[src/rtl/bus_responder_pkg.sv]
// Shared definitions for the bus responder: phase and rw encodings, request
// FSM state type, and the default protected-region base.
package bus_responder_pkg;

  typedef enum logic {
    PHASE_LO = 1'b0,
    PHASE_HI = 1'b1
  } phase_e;

  localparam logic RW_READ  = 1'b1;
  localparam logic RW_WRITE = 1'b0;

  typedef enum logic {
    REQ_IDLE = 1'b0,
    REQ_PEND = 1'b1
  } req_state_e;

  localparam logic [15:0] ROM_BASE_DEFAULT = 16'hE000;

  function automatic logic in_rom(input logic [15:0] addr, input logic [15:0] base);
    return addr >= base;
  endfunction

endpackage

[src/rtl/bus_phase_tracker.sv]
// Tracks the LO/HI phase of the CPU's two-clock multiplexed bus cycle.
// resync pulls the next phase back to LO; txn_done flags the HI cycle whose
// closing edge completes a transaction.
module bus_phase_tracker
  import bus_responder_pkg::*;
(
  input  logic   clk,
  input  logic   rst_n,
  input  logic   resync,
  output phase_e phase,
  output logic   txn_done
);

  // Phase toggle register; resync forces the following cycle to LO.
  always_ff @(posedge clk or negedge rst_n) begin
    if (!rst_n) begin
      phase <= PHASE_LO;
    end else if (resync) begin
      phase <= PHASE_LO;
    end else if (phase == PHASE_LO) begin
      phase <= PHASE_HI;
    end else begin
      phase <= PHASE_LO;
    end
  end

  // A resync during HI abandons the transaction being assembled.
  assign txn_done = (phase == PHASE_HI) && !resync;

endmodule

[src/rtl/bus_responder.sv]
// Memory-side end of the CPU's time-multiplexed external bus. Demultiplexes
// LO (addr low + rw) and HI (addr high + wdata) phases into a 16-bit
// req/ack memory request and returns read data on bus_data_out.
// Optional feature: define BUS_RESPONDER_ROM_PROTECT_EN to drop writes at or
// above ROM_BASE and flag them on wr_fault.
//
// Request FSM
//   state    | meaning
//   REQ_IDLE | no outstanding memory request
//   REQ_PEND | mem_req high, addr/we/wdata held until mem_ack
module bus_responder
  import bus_responder_pkg::*;
#(
  parameter logic [15:0] ROM_BASE = ROM_BASE_DEFAULT,
  parameter int          RW_BIT   = 0
) (
  input  logic        clk,
  input  logic        rst_n,
  input  logic [7:0]  bus_addr_in,
  input  logic [7:0]  bus_data_in,
  output logic [7:0]  bus_data_out,
  input  logic        resync,
  output logic        phase_out,
  output logic        mem_req,
  output logic        mem_we,
  output logic [15:0] mem_addr,
  output logic [7:0]  mem_wdata,
  input  logic [7:0]  mem_rdata,
  input  logic        mem_ack,
  output logic        overrun,
  output logic        wr_fault
);

`ifdef BUS_RESPONDER_ROM_PROTECT_EN
  localparam logic PROTECT_EN = 1'b1;
`else
  localparam logic PROTECT_EN = 1'b0;
`endif

  phase_e     phase;
  logic       txn_done;
  logic [7:0] addr_lo;
  logic       rw_lat;
  req_state_e state;

  logic [15:0] new_addr;
  logic        new_we;
  logic        blocked;

  bus_phase_tracker u_phase (
    .clk      (clk),
    .rst_n    (rst_n),
    .resync   (resync),
    .phase    (phase),
    .txn_done (txn_done)
  );

  assign phase_out = phase;

  // Capture the LO-phase half of the transaction.
  always_ff @(posedge clk or negedge rst_n) begin
    if (!rst_n) begin
      addr_lo <= 8'h00;
      rw_lat  <= 1'b0;
    end else if (phase == PHASE_LO) begin
      addr_lo <= bus_addr_in;
      rw_lat  <= bus_data_in[RW_BIT];
    end
  end

  // HI-phase inputs are consumed directly on the completing edge.
  assign new_addr = {bus_addr_in, addr_lo};
  assign new_we   = (rw_lat == RW_WRITE);
  assign blocked  = PROTECT_EN && new_we && in_rom(new_addr, ROM_BASE);

  // Request FSM: retire on ack first, then let a completing transaction
  // load over it so ack and a new request can share one edge.
  always_ff @(posedge clk or negedge rst_n) begin
    if (!rst_n) begin
      state        <= REQ_IDLE;
      mem_req      <= 1'b0;
      mem_we       <= 1'b0;
      mem_addr     <= 16'h0000;
      mem_wdata    <= 8'h00;
      bus_data_out <= 8'h00;
      overrun      <= 1'b0;
      wr_fault     <= 1'b0;
    end else begin
      if (state == REQ_PEND && mem_ack) begin
        state   <= REQ_IDLE;
        mem_req <= 1'b0;
        if (!mem_we) begin
          bus_data_out <= mem_rdata;
        end
      end
      if (txn_done) begin
        if (blocked) begin
          wr_fault <= 1'b1;
        end else begin
          if (state == REQ_PEND && !mem_ack) begin
            overrun <= 1'b1;
          end
          state    <= REQ_PEND;
          mem_req  <= 1'b1;
          mem_addr <= new_addr;
          mem_we   <= new_we;
          if (new_we) begin
            mem_wdata <= bus_data_in;
          end
        end
      end
    end
  end

endmodule
[config.mk]
export PLATFORM = sky130hd
export DESIGN_NAME = bus_responder
export DESIGN_NICKNAME = d
export VERILOG_FILES = /design/src/rtl/bus_responder_pkg.sv /design/src/rtl/bus_phase_tracker.sv /design/src/rtl/bus_responder.sv
export SDC_FILE = /design/constraint.sdc
export NUM_CORES = 1
export LEC_CHECK = 0
export CAP_MARGIN = 20
export CORE_MARGIN = 8
export CORE_UTILIZATION = 43
export DETAILED_ROUTE_END_ITERATION = 10
export GPL_TIMING_DRIVEN = 0
export PLACE_DENSITY = 0.77
export SYNTH_ARGS = -nofsm -noshare
export SYNTH_HDL_FRONTEND = slang
export SYNTH_SLANG_ARGS = --single-unit
[constraint.sdc]
create_clock -name clk -period 1.8 [get_ports clk]
set_input_delay 0.54 -clock clk [delete_from_list [all_inputs] [get_ports clk]]
set_output_delay 0.54 -clock clk [all_outputs]
set_load 0.1 [all_outputs]
# --- Word level (Yosys, flattened, before mapping) ---
# Index checks and enable logic that the tools add are counted.
op_classes:
  mux: 4
  bitwise_logic: 2
  n_reduce_logical: 9
ops:
  columns: ["operator", "count"]
  rows:
  - ["2-bit AND reduction", 3]
  - ["1-bit two-way mux", 4]
  - ["1-bit logical AND", 3]
  - ["1-bit zero test", 2]
  - ["1-bit NOT", 2]
  - ["2-bit nonzero test", 1]
word_totals:
  register_bits: 45
  inputBits: 28
  output_inout_bits: 37
  elab_cells: 24

# --- Depth between registers and ports, before layout ---
logic_depth:
  ltp_word: 3
  mapped_depth: 4
  ltp_nobuf: 2

# --- Hierarchy ---
# Synthesis repeated with hierarchy kept, for this count alone.
unflattened:
  hier_cells: 101
  area_unflattened_um2: 1735.4
modules_own_cells:
  columns: ["module", "n_inst", "cells_each", "area_each_um2"]
  rows:
  - ["bus_responder", 1, 98, 1692.9]
  - ["bus_phase_tracker", 1, 3, 42.5]

# --- Least setup slack after synthesis ---
# OpenSTA, ideal clock, no wires.
synth_path:
  kind: "reg-to-reg"
  start: "register u_phase.phase"
  end: "register mem_wdata[0]"
  setup_time_ns: 0.125
  arrival_ns: 1.787
  slack_ns: -0.113
  stages_incl_launch_ff: 3
  path_buffers: 0
  synth_period_minus_slack_ns: 1.913
  cell_sequence: "dfrtp_1 > nor3b_4 > mux2_2"
synth_between:
  elab_chain_len: 2
synth_lines:
  columns: ["item", "line", "rtl"]
  rows:
  - ["from (decl)", "bus_phase_tracker.sv:10", "output phase_e phase,"]
  - ["from (signal assigned)", "bus_phase_tracker.sv:17", "phase <= PHASE_LO;"]
  - ["from (signal assigned)", "bus_phase_tracker.sv:19", "phase <= PHASE_LO;"]
  - ["from (signal assigned)", "bus_phase_tracker.sv:21", "phase <= PHASE_HI;"]
  - ["1-bit logical AND", "bus_phase_tracker.sv:28", "assign txn_done = (phase == PHASE_HI) && !resync;"]
  - ["2-bit AND reduction (no source line)", null, null]
  - ["to (signal assigned)", "bus_responder.sv:108", "mem_wdata <= bus_data_in;"]
  - ["to (decl)", "bus_responder.sv:27", "output logic [7:0] mem_wdata,"]
# Every way passes these cells.
# A chain may end at the register's enable or synchronous reset.

# --- Worst setup path in the final report ---
layout_path:
  start: "register mem_we"
  end: "output port mem_we"
layout_lines:
  columns: ["item", "line", "rtl"]
  rows:
  - ["from (decl)", "bus_responder.sv:25", "output logic mem_we,"]
  - ["from (signal assigned)", "bus_responder.sv:106", "mem_we <= new_we;"]
# No word-level cell between the ends.

==> results.tsv <==
stage	metric	value	unit
cts	htreeDepth	2	
critical_path	crit_required	1260	ps
cts	clock_path_buffers	2	
cts	root_buffer	clkbuf_8	
power_and_ir_drop	swShare	51.8	%
grt	antenna_found_initial	0	
critical_path	cp_cell_sequence	clkdlybuf4s18_2	
synth	synth_largest_area_cell	dfrtp_1	
power_and_ir_drop	clkPwrFrac	13.9	%
placement	place.gp.congestion	0.754	
critical_path	crit_start	mem_we$_DFFE_PN0P_	
timing	slew_headroom	62.7	%
placement	dp_hpwl	2940	um
critical_path	crit_arrival	1220	ps
grt	grt_pass1_wl	6040	um
power_and_ir_drop	ir_drop	755	uV
die	start_util	43.7	%
synth	ys_seq_area_share	66.4	%
cts	cts_inserted_buffers	5	
die	coreArea	0.00388	mm^2
drt	routed_wl	3760	um
timing	rsz0062_at_grt	false	
min_path	hold_path.class	in -> async	
cells_and_area	num-fill-cells	315	
cts	postCtsSetupBuffers	0	
power_and_ir_drop	seqPwrFrac	32.2	%
power_and_ir_drop	switching_power	2170	uW
critical_path	r2r_start	rw_lat$_DFFE_PN0N_	
power_and_ir_drop	power_frac_comb	53.9	%
synth	yosys_warnings	0	
timing	drv_slew	0	
power_and_ir_drop	power.leakage	0.00108	uW
timing	skew	2.88	ps
grt	grt_usage	12.4	%
synth	synthTopCellsByCount	45 x dfrtp_1, 41 x mux2_2, 2 x a21o_1, 2 x buf_6	
die	die_h	78.8	um
status	status	complete, no violations	
cts	clk_latency	290	ps
cells_and_area	final_area	0.00252	mm^2
synth	ys_types	14	
critical_path	crit_type	reg -> out	
cells_and_area	diodes	0	
run	cap_violations	0	
synth	ys.flop_type	dfrtp_1	
power_and_ir_drop	powerDensity	1660	mW/mm^2
cells_and_area	layoutNonFillerInstCount	222	
cells_and_area	nets	199	
cells_and_area	syn2layout_area_growth	48.7	%
synth	syn_inst	100	
synth	synth-edff-count	0	
placement	dp_cells	214	
critical_path	worst_setup_path_end_kind	output port	
synth	async_flop_share	100	%
drt	ant_nets	0	
critical_path	critPathMaxStageDelay	560	ps
synth	synth_top_area_share	66.4	%
synth	synth_top_cells_by_area	dfrtp_1 66%, mux2_2 27%, buf_6 1.3%, nor3b_4 1.1%, a21o_1 0.88%	
timing	setup_ws	37.3	ps
power_and_ir_drop	intPower	2020	uW
timing	tightest_slew	562	ps
drt	num_vias	1079	
timing	maxClockFrequency	567	MHz
critical_path	critPathTopFamily	buffers and inverters	
die	die_area	0.00621	mm^2
grt	grt_pass1_vias	1176	
drt	drc	0	
cts	clkSinkCount	45	
timing	finalCritPeriodShare	97.9	%
die	placementRows	23	
placement	place_ws	-256	ps
die	io_pins	65	
synth	netlist_area	0.00170	mm^2
timing	hold_violations	0	
grt	grt-ovfl-total	0	
critical_path	critPathSlowestCell	clkdlybuf4s18_2	
critical_path	cp_max_fo	3	
critical_path	cp-start-kind	flop	
synth	syn-mean-instance-area	17.0	um^2
grt	grt_max_degree	30	
drt	drt_iter0_drc	27	
synth	yosys_register_bits	45	
cells_and_area	drive_gt1_share	53.5	%
drt	first_pass_iters	2	
timing	setup_viol	0	
drt	via_per_inst	4.86	
die	die_x	78.8	um
timing	fin_crit	1760	ps
synth	syn_nets	128	
placement	portBuffers	63	
cts	clkTransAtPathRegs	70	ps
drt	wl_per_cell	16.9	um
placement	post_dp_cell_area	0.00241	mm^2
cts	cts_tree	built	
critical_path	path_buf_inv	1	
synth	yosysMostFrequentCell	dfrtp_1	
cell families after synthesis:
| logic type | count (synthesis) | synth area share, % |
|---|---|---|
| buffers and inverters | 5 | 2.29 |
| multiplexers | 41 | 27.2 |
| AO/OA/AOI/OAI | 3 | 1.40 |
| AND/OR/NAND/NOR | 5 | 2.51 |
| other | 1 | 0.221 |
| flip-flops | 45 | 66.4 |
flip-flops by register name, indices dropped and copies added (netlist names):
name / cells
addr_lo: 8
bus_data_out: 8
mem_addr: 16
mem_wdata: 8
mem_we: 1
overrun: 1
rw_lat: 1
state: 1
u_phase.phase: 1
final timing paths:
path                                       endpoint  slack, ps  depth (start not counted)
max                                          mem_we         40                          1
min                        mem_addr[14]$_DFFE_PN0P_        170                          1
max reg2reg                mem_wdata[7]$_DFFE_PN0P_        410                          2
min reg2reg                     overrun$_DFFE_PN0P_        480                          1
max in group asynchronous         state$_DFFE_PN0P_       1150                          2
min in group clk                overrun$_DFFE_PN0P_        480                          1
timing repair:
item | in CTS | in global routing
endpoints found under the setup margin | 36 | 3
hold buffers | 0 | 0
resized for setup | 109 | 3
final cells by class:
type                       instances  area, um^2  area share [%]
inverter                           1        3.75           0.149
timing repair buffer              64         682            27.0
multi-input combinational         50         532            21.1
tap                               50        62.6            2.48
buffer                             4        35.0            1.39
sequential                        45        1130            44.7
clock buffer                       8        80.1            3.17
layout by cell type (no fill, tap or decap), types with 2 or more instances in the layout:
cell,n
dfrtp_1,43
mux2_2,41
clkdlybuf4s15_2,33
clkdlybuf4s50_1,26
clkbuf_8,5
buf_2,3
clkbuf_1,3
buf_6,2
a21o_1,2
clkdlybuf4s18_2,2
dfrtp_2,2
per-layer routing:
layer	GRT usage [%]	vias up	wire length, um
li1	-	492	-
met1	13.4	545	1470
met2	22.1	35	1990
met3	2.93	7	240
met4	6.11	0	56
met5	0	-	0
through the flow:
| stage | TNS [ps] | hold WS (ps) | power, uW | utilization (%) |
|---|---|---|---|---|
| finish | 0 | 168 | 4180 | 65.0 |
| global route | 0 | 186 | 4340 | 65.0 |
| floorplan | 0 | 244 | 3110 | - |
| detailed placement | -11760 | 465 | 3710 | 62.0 |
| global placement | -50340 | 459 | 3660 | 61.6 |
| CTS | 0 | 171 | 4240 | 65.2 |
power groups by stage:
stage	combinational [uW]	sequential [uW]	clock (uW)
2_1_floorplan	248	2860	0
3_3_place_gp	2310	1350	0
3_5_place_dp	2340	1370	0
4_1_cts	2280	1350	602
5_1_grt	2310	1380	644
6_report	2260	1350	580
No activity file was read; power rests on OpenSTA's default activity.
